$ cat src/rtl/instr_loader_pkg.sv
// Shared types and constants for the boot-time instruction loader.
package instr_loader_pkg;

    typedef enum logic [2:0] {IDLE, HDR, LOAD, CSUM, DONE, ERR} state_t;

    localparam int HDR_BYTES      = 2;
    localparam int BYTES_PER_WORD = 4;

endpackage

$ cat src/rtl/instr_loader_word_assembler.sv
// Collects stream bytes LSB-first into a 32-bit word; word_valid marks the lane-3 byte.
module word_assembler
    import instr_loader_pkg::*;
(
    input  logic                          clk,
    input  logic                          rst_n,
    input  logic                          clr,
    input  logic                          byte_en,
    input  logic [7:0]                    byte_in,
    output logic                          word_valid,
    output logic [8*BYTES_PER_WORD-1:0]   word
);

    localparam int LANE_W = $clog2(BYTES_PER_WORD);

    logic [LANE_W-1:0]                 lane;
    logic [8*(BYTES_PER_WORD-1)-1:0]   lo_bytes;

    assign word_valid = byte_en && (lane == LANE_W'(BYTES_PER_WORD - 1));
    assign word       = {byte_in, lo_bytes};

    always_ff @(posedge clk or negedge rst_n) begin
        if (!rst_n)
            lane <= '0;
        else if (clr)
            lane <= '0;
        else if (byte_en)
            lane <= lane + 1'b1;
    end

    // Shift right so that after three bytes the oldest sits in the low lane.
    always_ff @(posedge clk) begin
        if (byte_en)
            lo_bytes <= {byte_in, lo_bytes[8*(BYTES_PER_WORD-1)-1:8]};
    end

endmodule

$ cat src/rtl/instr_loader.sv
// Boot loader: header N (LE 16-bit) then 4*N payload bytes written as words from address 0.
// Optional trailing XOR checksum byte when INSTR_LOADER_CHECKSUM_EN is defined.
module instr_loader
    import instr_loader_pkg::*;
#(
    parameter int ADDR_W = 8,
    parameter int DEPTH  = 256
) (
    input  logic              sysclk,
    input  logic              rst_n,
    input  logic              rx_valid,
    input  logic [7:0]        rx_data,
    output logic              rx_ready,
    input  logic              reload,
    output logic              imem_we,
    output logic [ADDR_W-1:0] imem_addr,
    output logic [31:0]       imem_wdata,
    output logic              cpu_run,
    output logic              load_err,
    output logic [15:0]       word_count
);

`ifdef INSTR_LOADER_CHECKSUM_EN
    localparam state_t PAYLOAD_END = CSUM;
`else
    localparam state_t PAYLOAD_END = DONE;
`endif

    state_t                   state, state_nxt;
    logic [7:0]               n_lo;
    logic [8*HDR_BYTES-1:0]   n_words;
    logic [8*HDR_BYTES-1:0]   hdr_n;
    logic                     acc, byte_en, word_valid;
    logic [31:0]              word;

    assign rx_ready = (state == IDLE) || (state == HDR) || (state == LOAD) || (state == CSUM);
    assign acc      = rx_valid && rx_ready && !reload;
    assign byte_en  = acc && (state == LOAD);
    assign hdr_n    = {rx_data, n_lo};
    assign load_err = (state == ERR);

    word_assembler u_asm (
        .clk        (sysclk),
        .rst_n      (rst_n),
        .clr        (reload),
        .byte_en    (byte_en),
        .byte_in    (rx_data),
        .word_valid (word_valid),
        .word       (word)
    );

`ifdef INSTR_LOADER_CHECKSUM_EN
    logic [7:0] csum;

    always_ff @(posedge sysclk) begin
        if (state == IDLE)
            csum <= '0;
        else if (byte_en)
            csum <= csum ^ rx_data;
    end
`endif

    always_comb begin
        state_nxt = state;
        case (state)
            IDLE: if (acc) state_nxt = HDR;
            HDR: begin
                if (acc) begin
                    if (hdr_n == '0)
                        state_nxt = PAYLOAD_END;
                    else if (int'(hdr_n) > DEPTH)
                        state_nxt = ERR;
                    else
                        state_nxt = LOAD;
                end
            end
            // The final word's lane-3 byte ends the payload; the write strobe follows next cycle.
            LOAD: if (word_valid && (word_count + 16'd1 == n_words)) state_nxt = PAYLOAD_END;
`ifdef INSTR_LOADER_CHECKSUM_EN
            CSUM: if (acc) state_nxt = (rx_data == csum) ? DONE : ERR;
`endif
            default: ;
        endcase
        if (reload)
            state_nxt = IDLE;
    end

    always_ff @(posedge sysclk or negedge rst_n) begin
        if (!rst_n) begin
            state      <= IDLE;
            imem_we    <= 1'b0;
            imem_addr  <= '0;
            imem_wdata <= '0;
            word_count <= '0;
            cpu_run    <= 1'b0;
        end else begin
            state   <= state_nxt;
            imem_we <= word_valid;
            if (word_valid) begin
                imem_addr  <= word_count[ADDR_W-1:0];
                imem_wdata <= word;
            end
            if (reload)
                word_count <= '0;
            else if (imem_we)
                word_count <= word_count + 16'd1;
            // Registered from state so cpu_run never coincides with the last write strobe.
            cpu_run <= !reload && (state == DONE);
        end
    end

    always_ff @(posedge sysclk) begin
        if (acc && (state == IDLE))
            n_lo <= rx_data;
        if (acc && (state == HDR))
            n_words <= hdr_n;
    end

endmodule

$ cat config.mk
export PLATFORM = sky130hd
export DESIGN_NAME = instr_loader
export DESIGN_NICKNAME = d
export VERILOG_FILES = /design/src/rtl/instr_loader_pkg.sv /design/src/rtl/instr_loader_word_assembler.sv /design/src/rtl/instr_loader.sv
export SDC_FILE = /design/constraint.sdc
export NUM_CORES = 1
export LEC_CHECK = 0
export BUFFER_PORTS_ARGS = -buffer_cell sky130_fd_sc_hd__buf_4
export CORE_MARGIN = 3
export CORE_UTILIZATION = 45
export CTS_CLUSTER_DIAMETER = 30
export DETAILED_ROUTE_END_ITERATION = 12
export GPL_ROUTABILITY_DRIVEN = 1
export PLACE_DENSITY = 0.66
export SLEW_MARGIN = 20
export SYNTH_ARGS = -nofsm -noshare
export SYNTH_HDL_FRONTEND = slang
export SYNTH_SLANG_ARGS = --single-unit
$ cat constraint.sdc
create_clock -name sysclk -period 2.5 [get_ports sysclk]
set_clock_uncertainty 0.15 [all_clocks]
set_input_delay 0.125 -clock sysclk [delete_from_list [all_inputs] [get_ports sysclk]]
set_output_delay 0.125 -clock sysclk [all_outputs]
set_load 0.02 [all_outputs]
==> flow_summary_export.csv, run 1 <==
group,metric,value,unit
status,status,"finished clean",
floorplanning,pin_count,72,
place,hpwlAfterDp,6.77,mm
grt,gr-total-overflow,0,
floorplanning,initial_utilization,46.4,%
cts,postCtsSetupBuffers,0,
synth,synth.net_count,419,
sta,report.final.slew_viol_count,0,
grt,antenna_found_initial,0,
detailed_routing,wirelength,9.90,mm
cts,cts_tree,"done",
layout,final_cell_mix,"nand2_1, buf_4, dfrtp_1",
power,p_seq_share,64.0,%
floorplanning,fp.dieH,107,um
synth,async_reset_ff_share,56.8,%
floorplanning,core,9820,sq um
cts,numCtsBuffers,9,
synth,synth.distinct_cells,40,
power,swShare,22.6,%
synth,ys_ff_latch,111,
layout,nets,503,
critical_path,crit_chain,"nand3_2 > o21a_1 > or4_1 > a31oi_1 > nand4_1 > a32o_2",
layout,n_antenna_cell,0,
synth,synth.avg_cell_area,11.2,sq um
sta,rsz0062_at_grt,"false",
detailed_routing,wl_per_cell,15.8,um
layout,area_delta_synth_final,21.9,%
cts,clockBufferDepth,2,
detailed_routing,via_per_inst,5.01,
power,power,3.01,mW
cts,htreeDepth,3,
synth,ys_warn_count,0,
floorplanning,die_area,11400,sq um
power,power_density,542,nW/um^2
synth,synth_cells,405,
detailed_routing,first_pass_iters,4,
critical_path,worstPathMaxFanout,7,
cts,root_buffer,"clkbuf_8",
cts,clkTransAtPathRegs,0.11,ns
sta,maxSlewHeadroom,45.5,%
critical_path,critPathKind,"flip-flop to flip-flop",
critical_path,crit_required,2.62,ns
power,p_int,2.33,mW
power,combPwrFrac,3.3,%
sta,worstMarginPinSlew,0.817,ns
cts,clkLatencyLatePin,0.37,ns
detailed_routing,ant_nets,0,
sta,min_period,2.32,ns
synth,synth-edff-count,48,
cts,numClockSinks,111,
synth,syn_area,4560,sq um
layout,fill_cells,879,
floorplanning,row_count,36,
synth,synth_top_area_share,34.6,%
layout,layout-drive-gt1-share,22.1,%
place,port_buffers,71,
critical_path,critPathMaxStageDelay,0.50,ns
critical_path,critPathLaunchType,"flip-flop",
detailed_routing,vias,3140,
synth,synth_flop_cell,"dfrtp_1",
sta,finalSetupViolCount,0,
grt,grt_pass1_wl,15.9,mm
sta,final_hold_viol_count,0,
grt,track_usage,18.0,%
grt,grt_start_max_net_pins,64,
layout,final_common_cell,"nand2_1",
critical_path,worst_setup_path_end_kind,"flip-flop",
power,p_clk_share,32.8,%
sta,max_freq,0.432,GHz
floorplanning,die_w,107,um
detailed_routing,drc_errors,0,
place,routabilityCongestion,0.878,
detailed_routing,dr.first_iter.drc_count,140,
synth,yosys.area.top_type,"dfrtp_1",
synth,synth_seq_area_share,66.2,%
critical_path,critPathSlowestCell,"dfrtp_1",
synth,synthTopCellsByArea,"dfrtp_1, edfxtp_1, nand2_1",
flow_run,max-cap-violations,0,
power,leakage,2.52,nW
critical_path,worstPathArrival,2.43,ns
power,max-vdd-ir-drop,0.301,mV
power,net-switching-power,681,uW
grt,grt_pass1_vias,3045,
sta,tns,0,ns
sta,finalCritPeriodShare,92.6,%
min_path,hold_class,"input port to flip-flop",
==> routing by layer <==
| layer | GRT usage (%) | part of all wire, % | vias up |
|---|---|---|---|
| li1 | - | - | 1532 |
| met3 | 2.41 | 5.1 | 7 |
| met2 | 28.3 | 48 | 74 |
| met1 | 26.1 | 46 | 1527 |
| met5 | 0 | 0 | - |
| met4 | 6.03 | 0.88 | 0 |
==> flip-flops by register name, indices dropped and copies added (netlist names), 2 cells and up <==
register        cells
word_count         16
u_asm.lo_bytes     24
u_asm.lane          2
n_lo                8
imem_addr           8
n_words            16
state               3
imem_wdata         32
==> area by class of cell <==
class	instances	area, sq um	share of cell area (%)
Clock inverter	6	52.6	0.947
Clock buffer	10	128	2.30
Tap cell	133	166	3.00
Inverter	5	18.8	0.338
Timing Repair Buffer	92	716	12.9
Multi-Input combinational cell	270	1450	26.1
Sequential cell	111	3020	54.4
==> synth_stat cells (all sizes together) (2+ instances only) <==
library cell    n
xor2           19
a211oi          4
ha              2
inv             5
nand2         132
nand2b          2
and3            2
a21oi           4
o21ai           2
nor4           11
nand4          11
xnor2          18
nor2           28
clkbuf         14
dfrtp          63
nor3            3
nor3b           3
buf             5
nand3          12
edfxtp         48
mux2i           3
==> path summary, 6_finish.rpt <==
kind / startpoint / end / slack, ns / cells after the start
worst max register to register: word_count[4]$_DFFE_PN0P_ / state[1]$_DFFE_PN0P_ / 0.18 / 6
max in group asynchronous: rst_n / word_count[1]$_DFFE_PN0P_ / 1.37 / 2
worst max-delay path: word_count[4]$_DFFE_PN0P_ / state[1]$_DFFE_PN0P_ / 0.18 / 6
worst min-delay path: rx_valid / state[0]$_DFFE_PN0P_ / 0.06 / 4
worst min register to register: u_asm.lo_bytes[7]$_DFFE_PP_ / imem_wdata[7]$_DFFE_PN0P_ / 0.29 / 2
min in group asynchronous: rst_n / imem_wdata[1]$_DFFE_PN0P_ / 0.24 / 2
==> worst max-delay path: cells and delay by family, from the launching register on <==
| family | cells | cell delay (ns) |
|---|---|---|
| AO/OA/AOI/OAI | 3 | 0.72 |
| AND/OR/NAND/NOR | 3 | 0.85 |
| flip-flops | 1 | 0.50 |
==> metrics by stage <==
| step | worst slack, ns | instances | utilization, % | instance area, sq um | hold WS [ns] |
|---|---|---|---|---|---|
| after floorplan | 0.249 | 405 | - | 4560 | -0.321 |
| after global placement | 0.194 | 601 | 53.6 | 5260 | 0.121 |
| after detailed placement | 0.0590 | 601 | 53.6 | 5260 | 0.138 |
| after CTS | 0.0509 | 627 | 56.4 | 5540 | 0.0410 |
| after global routing | 0.0175 | 627 | 56.5 | 5550 | 0.0634 |
| final | 0.185 | 627 | 56.5 | 5550 | 0.0579 |
==> what timing repair did <==
item                                    CTS  global route
gates resized for setup                   0             3
endpoints found under the setup margin    0             1
endpoints found under the hold margin   116             0
hold buffers                             10             0
==> logic make-up after synthesis <==
family                     synth area share (%)
AOI/OAI and AO/OA                          2.61
DFF                                        66.2
muxes                                     0.906
buffers and inverters                      2.25
and+or+nand+nor                            20.3
adders and majority gates                 0.549
xor gates and xnor gates                   7.11
==> power groups by stage <==
| stage | Sequential [mW] | Combinational, mW | Clock [mW] |
|---|---|---|---|
| after floorplan | 1.96 | 0.0298 | 0 |
| after global placement | 1.96 | 0.0870 | 0 |
| after detailed placement | 1.96 | 0.0892 | 0 |
| after CTS | 1.92 | 0.102 | 1.02 |
| after global routing | 1.93 | 0.110 | 1.09 |
| final | 1.92 | 0.0986 | 0.986 |
No activity file was read; power rests on OpenSTA's default activity.
==> inputs of run 2 (changes only) <==
Settings changed: ABC_AREA set to 1.
==> flow_summary_export.csv, run 2 <==
group,metric,value,unit
synth,yosys.area.top_type,"dfrtp_1",
grt,grtUsageMet2,29.8,%
cts,clkLatencyLatePin,0.37,ns
cts,clkTransAtPathRegs,0.11,ns
layout,layout-drive-gt1-share,18.2,%
synth,synth_seq_area_share,63.8,%
grt,grt_pass1_vias,3541,
place,port_buffers,71,
power,swShare,24.2,%
power,leakage,2.74,nW
critical_path,critPathMaxStageDelay,0.42,ns
synth,synth.most_common_cell,"nand2_1",
layout,max_flop_register,"imem_wdata",
layout,final_cell_mix,"nand2_1, buf_4, dfrtp_1",
critical_path,reg2regPathDepth,13,
sta,report.final.slew_viol_count,0,
synth,synth.avg_cell_area,9.38,sq um
synth,synth.distinct_cells,27,
floorplanning,pin_count,72,
critical_path,crit_buf_inv,0,
power,power,3.12,mW
sta,rsz0062_at_grt,"false",
synth,async_reset_ff_share,56.8,%
sta,finalSetupViolCount,0,
cts,htreeDepth,3,
critical_path,critPathKind,"flip-flop to flip-flop",
detailed_routing,first_pass_iters,4,
power,p_int,2.36,mW
grt,grt_pass1_wl,17.3,mm
cts,numClockSinks,111,
detailed_routing,wirelength,10.5,mm
sta,tns,0,ns
floorplanning,die_w,108,um
detailed_routing,vias,3650,
detailed_routing,drc_errors,0,
grt,antenna_found_initial,0,
critical_path,worstPathMaxFanout,9,
critical_path,crit_chain,"ha_1 > nand2_2 > nor2_4 > nand2_1 > nand3_1 > nand2_1 > nor2_1 > nand2_1 > nor2_1 > nand3_1 > o21ai_2 > nand2_1 > nand2_1",
grt,grt.met1_usage,27.2,%
power,p_clk_share,33.7,%
power,net-switching-power,755,uW
synth,synth.net_count,518,
critical_path,worstPathArrival,2.28,ns
grt,gr-total-overflow,0,
cts,root_buffer,"clkbuf_8",
detailed_routing,ant_nets,0,
power,power_density,544,nW/um^2
cts,ctsResizeCount,0,
cts,numCtsBuffers,9,
grt,grt.busiest_layer,"met2",
power,p_seq_share,62.1,%
place,routabilityCongestion,0.842,
grt,track_usage,18.9,%
cts,postCtsSetupBuffers,0,
layout,final_common_cell,"nand2_1",
critical_path,crit_required,2.65,ns
layout,nets,607,
floorplanning,core,10000,sq um
min_path,hold_class,"input port to asynchronous set/reset pin",
critical_path,worst_setup_path_end_kind,"flip-flop",
floorplanning,fp.dieH,108,um
synth,ys_ff_latch,111,
sta,final_hold_viol_count,0,
synth,synthTopCellsByArea,"dfrtp_1, edfxtp_1, nand2_1",
sta,fin_ws,0.375,ns
floorplanning,die_area,11800,sq um
grt,met3_usage,2.69,%
layout,n_antenna_cell,0,
layout,largest_reg_flops,32,
place,pre_cts_slack,0.381,ns
synth,synth_top_area_share,33.4,%
grt,grt_start_max_net_pins,64,
floorplanning,initial_utilization,47.3,%
critical_path,critPathLaunchType,"flip-flop",
floorplanning,row_count,36,
synth,synth_cells,504,
detailed_routing,wl_per_cell,14.3,um
sta,finalCritPeriodShare,85.0,%
detailed_routing,dr.first_iter.drc_count,215,
sta,maxSlewHeadroom,44.3,%
synth,ys_warn_count,0,
sta,min_period,2.13,ns
status,status,"finished clean",
sta,max_freq,0.471,GHz
layout,area_delta_synth_final,21.4,%
layout,fill_cells,913,
synth,synth_flop_cell,"dfrtp_1",
power,max-vdd-ir-drop,0.351,mV
sta,worstMarginPinSlew,0.835,ns
place,hpwlAfterDp,7.47,mm
critical_path,critPathSlowestCell,"dfrtp_1",
power,combPwrFrac,4.3,%
synth,syn_area,4730,sq um
cts,clockBufferDepth,2,
layout,top_regs,"imem_wdata: 32 flops, u_asm.lo_bytes: 24 flops",
critical_path,cpMostUsedCell,"nand2_1",
critical_path,path_depth,13,
flow_run,max-cap-violations,0,
critical_path,path_delay_family,"simple AND/OR/NAND/NOR gates",
detailed_routing,via_per_inst,4.99,
layout,post-route-util,57.4,%
synth,synth-edff-count,48,
synth,synth_common_cells,"nand2_1, dfrtp_1, inv_1",
cts,cts_tree,"done",
[run 2: changes by cell type after synthesis, moves of 5 or more]
cell,delta
nand2_1,+69
nand3_1,+33
o22ai_1,+7
inv_1,+45
xnor2_1,-18
clkbuf_1,-9
nor2_4,+5
xor2_1,-19
o21ai_0,+18
nor4_1,-8
[run 2: final cells by class]
cell class / count / area [sq um] / share of cell area, %
sequential: 111 / 3020 / 52.6
multi-input combinational: 334 / 1490 / 25.9
timing repair buffer: 87 / 681 / 11.9
inverter: 50 / 188 / 3.27
tap: 133 / 166 / 2.90
clock buffer: 9 / 124 / 2.16
clock inverter: 7 / 75.1 / 1.31
[run 2: repair_timing]
item	4_1_cts	5_1_grt
hold endpoints to repair	99	0
endpoints found under the setup margin	0	0
hold buffers	11	0
[run 2: metrics by stage]
step | std cells | hold slack [ns] | cell area (sq um)
final | 731 | 0.237 | 5740
after global routing | 731 | 0.311 | 5740
after CTS | 731 | 0.268 | 5740
after detailed placement | 704 | 0.138 | 5430
after global placement | 704 | 0.129 | 5430
after floorplan | 504 | -0.321 | 4730
[run 2: power by group through the flow]
stage / sequential [mW] / combinational, mW / clock [mW]
3_3_place_gp: 1.97 / 0.119 / 0
5_1_grt: 1.94 / 0.148 / 1.16
2_1_floorplan: 1.97 / 0.0507 / 0
4_1_cts: 1.94 / 0.135 / 1.08
6_report: 1.94 / 0.133 / 1.05
3_5_place_dp: 1.97 / 0.121 / 0
[run 2: worst paths after layout]
check	start	to	slack (ns)
worst max-delay path	word_count[1]$_DFFE_PN0P_	state[1]$_DFFE_PN0P_	0.37
worst min-delay path	rst_n	word_count[15]$_DFFE_PN0P_	0.24
worst max register to register	word_count[1]$_DFFE_PN0P_	state[1]$_DFFE_PN0P_	0.37
worst min register to register	u_asm.lo_bytes[20]$_DFFE_PP_	u_asm.lo_bytes[12]$_DFFE_PP_	0.31
max in group asynchronous	rst_n	imem_wdata[11]$_DFFE_PN0P_	1.41
min in group sysclk	u_asm.lo_bytes[20]$_DFFE_PP_	u_asm.lo_bytes[12]$_DFFE_PP_	0.31
[run 2: logic make-up (layout without fill, tap and decap cells)]
| family | count (synthesis) | count (layout) | share of synthesized area [%] |
|---|---|---|---|
| AOI/OAI and AO/OA | 33 | 33 | 3.92 |
| DFF | 111 | 111 | 63.8 |
| adders and majority gates | 2 | 2 | 0.529 |
| buffers and inverters | 59 | 153 | 4.71 |
| and+or+nand+nor | 299 | 299 | 27.0 |
[run 2: metal layers]
metal,vias up,part of all wire [%],routed length [um]
met2,92,49,5120
met3,12,4.1,428
li1,1812,-,-
met4,0,1.5,153
met5,-,0,0
met1,1734,46,4770
[run 2: worst reg2reg max path, stage by stage (launching register included)]
cell and delay (ns):
dfrtp_1 0.42, ha_1 0.23, nand2_2 0.11, nor2_4 0.20, nand2_1 0.13, nand3_1 0.09
nand2_1 0.05, nor2_1 0.09, nand2_1 0.06, nor2_1 0.09, nand3_1 0.14, o21ai_2 0.18
nand2_1 0.08, nand2_1 0.06
==> inputs of run 3 (changes only) <==
Settings changed: PLACE_DENSITY 0.66 to 0.65, SYNTH_HIERARCHICAL set to 1.
==> flow_summary_export.csv, run 3 <==
group,metric,value,unit
layout,final_cell_mix,"nand2_1, buf_4, dfrtp_1",
synth,synth_cells,435,
sta,whs,0.208,ns
cts,ctsResizeCount,0,
cts,postCtsSetupBuffers,0,
cts,root_buffer,"clkbuf_8",
sta,worstMarginPinSlew,0.850,ns
grt,track_usage,17.0,%
synth,synth_flop_cell,"dfrtp_1",
synth,yosys.area.top_type,"dfrtp_1",
grt,grt_start_max_net_pins,64,
sta,finalSetupViolCount,0,
layout,final_common_cell,"nand2_1",
grt,grt_pass1_vias,3131,
sta,min_period,2.28,ns
layout,top_regs,"imem_wdata: 32 flops, u_asm/lo_bytes: 24 flops",
detailed_routing,first_pass_iters,4,
synth,async_reset_ff_share,56.8,%
detailed_routing,ant_nets,0,
floorplanning,die_w,109,um
synth,synth.distinct_cells,29,
sta,maxSlewHeadroom,43.3,%
power,leakage,2.64,nW
critical_path,worst_setup_path_end_kind,"flip-flop",
detailed_routing,via_per_inst,5.13,
floorplanning,pin_count,72,
layout,post-route-util,57.0,%
grt,grtUsageMet2,27.2,%
floorplanning,fp.dieH,109,um
detailed_routing,wl_per_cell,14.9,um
grt,met3_usage,2.07,%
critical_path,critPathKind,"flip-flop to flip-flop",
grt,gr-total-overflow,0,
cts,clkLatencyLatePin,0.36,ns
layout,area_delta_synth_final,20.0,%
critical_path,critPathMaxStageDelay,0.50,ns
sta,tns,0,ns
critical_path,crit_buf_inv,0,
layout,max_flop_register,"imem_wdata",
critical_path,path_delay_family,"simple AND/OR/NAND/NOR gates",
critical_path,cpMostUsedCell,"nand2_1",
place,hpwlAfterDp,6.93,mm
cts,hold_buffers,10,
critical_path,r2r_end,"state[1]$_DFFE_PN0P_",
critical_path,crit_chain,"ha_1 > nand2_1 > nor2_4 > nand2_1 > nand2_1 > nand2_1 > nand2_1 > nand2_1 > nor2_1 > nand2_1 > nor2_1 > nand3_2 > nand2_2 > nand2_1 > nand2_1",
grt,antenna_found_initial,0,
critical_path,critPathLaunchType,"flip-flop",
cts,cts_tree,"done",
grt,grt.busiest_layer,"met2",
floorplanning,core,10000,sq um
place,dpl-instance-area,5410,sq um
power,p_seq_share,62.3,%
critical_path,reg2regPathDepth,15,
synth,ys_warn_count,6,
detailed_routing,drc_errors,0,
synth,synth_top_area_share,33.2,%
critical_path,worstPathMaxFanout,6,
cts,clkTransAtPathRegs,0.10,ns
sta,rsz0062_at_grt,"false",
cts,htreeDepth,3,
sta,report.final.slew_viol_count,0,
power,net-switching-power,743,uW
cts,numClockSinks,111,
grt,grt_pass1_wl,15.6,mm
sta,finalCritPeriodShare,91.1,%
synth,synth.avg_cell_area,10.9,sq um
floorplanning,initial_utilization,47.5,%
layout,n_antenna_cell,0,
synth,synthTopCellsByArea,"dfrtp_1, edfxtp_1, mux2_2",
power,swShare,23.9,%
detailed_routing,vias,3363,
layout,design_area,5700,sq um
power,combPwrFrac,4.8,%
power,power_density,545,nW/um^2
detailed_routing,wirelength,9.78,mm
cts,numCtsBuffers,9,
synth,synth.net_count,449,
critical_path,worstPathArrival,2.43,ns
floorplanning,die_area,11800,sq um
min_path,hold_class,"input port to asynchronous set/reset pin",
cts,clockBufferDepth,2,
detailed_routing,dr.first_iter.drc_count,188,
critical_path,crit_required,2.66,ns
synth,synth-edff-count,48,
synth,synth.most_common_cell,"nand2_1",
layout,nets,532,
layout,largest_reg_flops,32,
critical_path,ff2ff_setup_slack,0.22,ns
grt,grt.met1_usage,24.5,%
power,power,3.11,mW
synth,ys_ff_latch,111,
floorplanning,row_count,36,
layout,fill_cells,859,
power,max-vdd-ir-drop,0.365,mV
status,status,"finished clean",
synth,synth_seq_area_share,63.5,%
sta,max_freq,0.439,GHz
layout,layout-drive-gt1-share,26.8,%
power,p_int,2.37,mW
power,p_clk_share,32.9,%
place,routabilityCongestion,0.833,
synth,synth_common_cells,"nand2_1, dfrtp_1, edfxtp_1",
synth,syn_area,4750,sq um
place,port_buffers,71,
critical_path,rr_startpoint,"word_count[0]$_DFFE_PN0P_",
critical_path,critPathSlowestCell,"dfrtp_1",
flow_run,max-cap-violations,0,
sta,final_hold_viol_count,0,
run 3: cell types whose count changed in the layout (fill, tap and decap cells not counted), sizes merged, moves of 3 or more:
cell / change
nand2: -104
mux2: +33
nor2: +11
inv: -10
o21ai: -10
a21oi: +6
nand3: -6
nand3b: +3
run 3: worst max path at each step:
| stage | startpoint | to | slack [ns] | depth (start not counted) |
|---|---|---|---|---|
| after detailed placement | word_count[0]$_DFFE_PN0P_ | state[1]$_DFFE_PN0P_ | 0.28 | 15 |
| after global placement | word_count[0]$_DFFE_PN0P_ | state[1]$_DFFE_PN0P_ | 0.34 | 15 |
| after CTS | word_count[0]$_DFFE_PN0P_ | state[1]$_DFFE_PN0P_ | 0.25 | 15 |
| after global routing | word_count[0]$_DFFE_PN0P_ | state[1]$_DFFE_PN0P_ | 0.01 | 15 |
| after floorplan | state[2]$_DFFE_PN0P_ | imem_wdata[14]$_DFFE_PN0P_ | 0.06 | 8 |
| final | word_count[0]$_DFFE_PN0P_ | state[1]$_DFFE_PN0P_ | 0.22 | 15 |
run 3: logic make-up after synthesis:
logic type                 after synthesis  synth area share (%)
and+or+nand+nor                        201                  18.8
xor gates and xnor gates                 3                 0.843
muxes                                   33                  7.82
adders and majority gates                2                 0.527
DFF                                    111                  63.5
AOI/OAI and AO/OA                       29                  3.40
buffers and inverters                   56                  5.08
run 3: layer usage:
| metal | share of wire, % | up-vias |
|---|---|---|
| met3 | 4.2 | 10 |
| met5 | 0 | - |
| met4 | 0.99 | 0 |
| met1 | 48 | 1629 |
| met2 | 47 | 98 |
| li1 | - | 1626 |
run 3: power by group through the flow:
stage / clock, mW / combinational (mW) / sequential (mW)
after floorplan: 0 / 0.0692 / 1.97
after global placement: 0 / 0.136 / 1.98
after detailed placement: 0 / 0.137 / 1.98
after CTS: 1.05 / 0.150 / 1.94
after global routing: 1.12 / 0.165 / 1.94
final: 1.02 / 0.148 / 1.94
run 3: through the flow:
stage	instances	worst slack, ns
floorplan	435	0.0557
global placement	630	0.341
detailed placement	630	0.283
CTS	656	0.252
global route	656	0.0150
finish	656	0.223
run 3: final cells by class:
cell class | instances | area [sq um] | area share [%]
flip-flops and latches | 111 | 3020 | 52.9
multi-input cells | 268 | 1500 | 26.3
repair buffers | 86 | 671 | 11.8
well taps | 133 | 166 | 2.92
inverters | 42 | 158 | 2.76
clock buffers | 10 | 128 | 2.24
clock inverters | 6 | 62.6 | 1.10
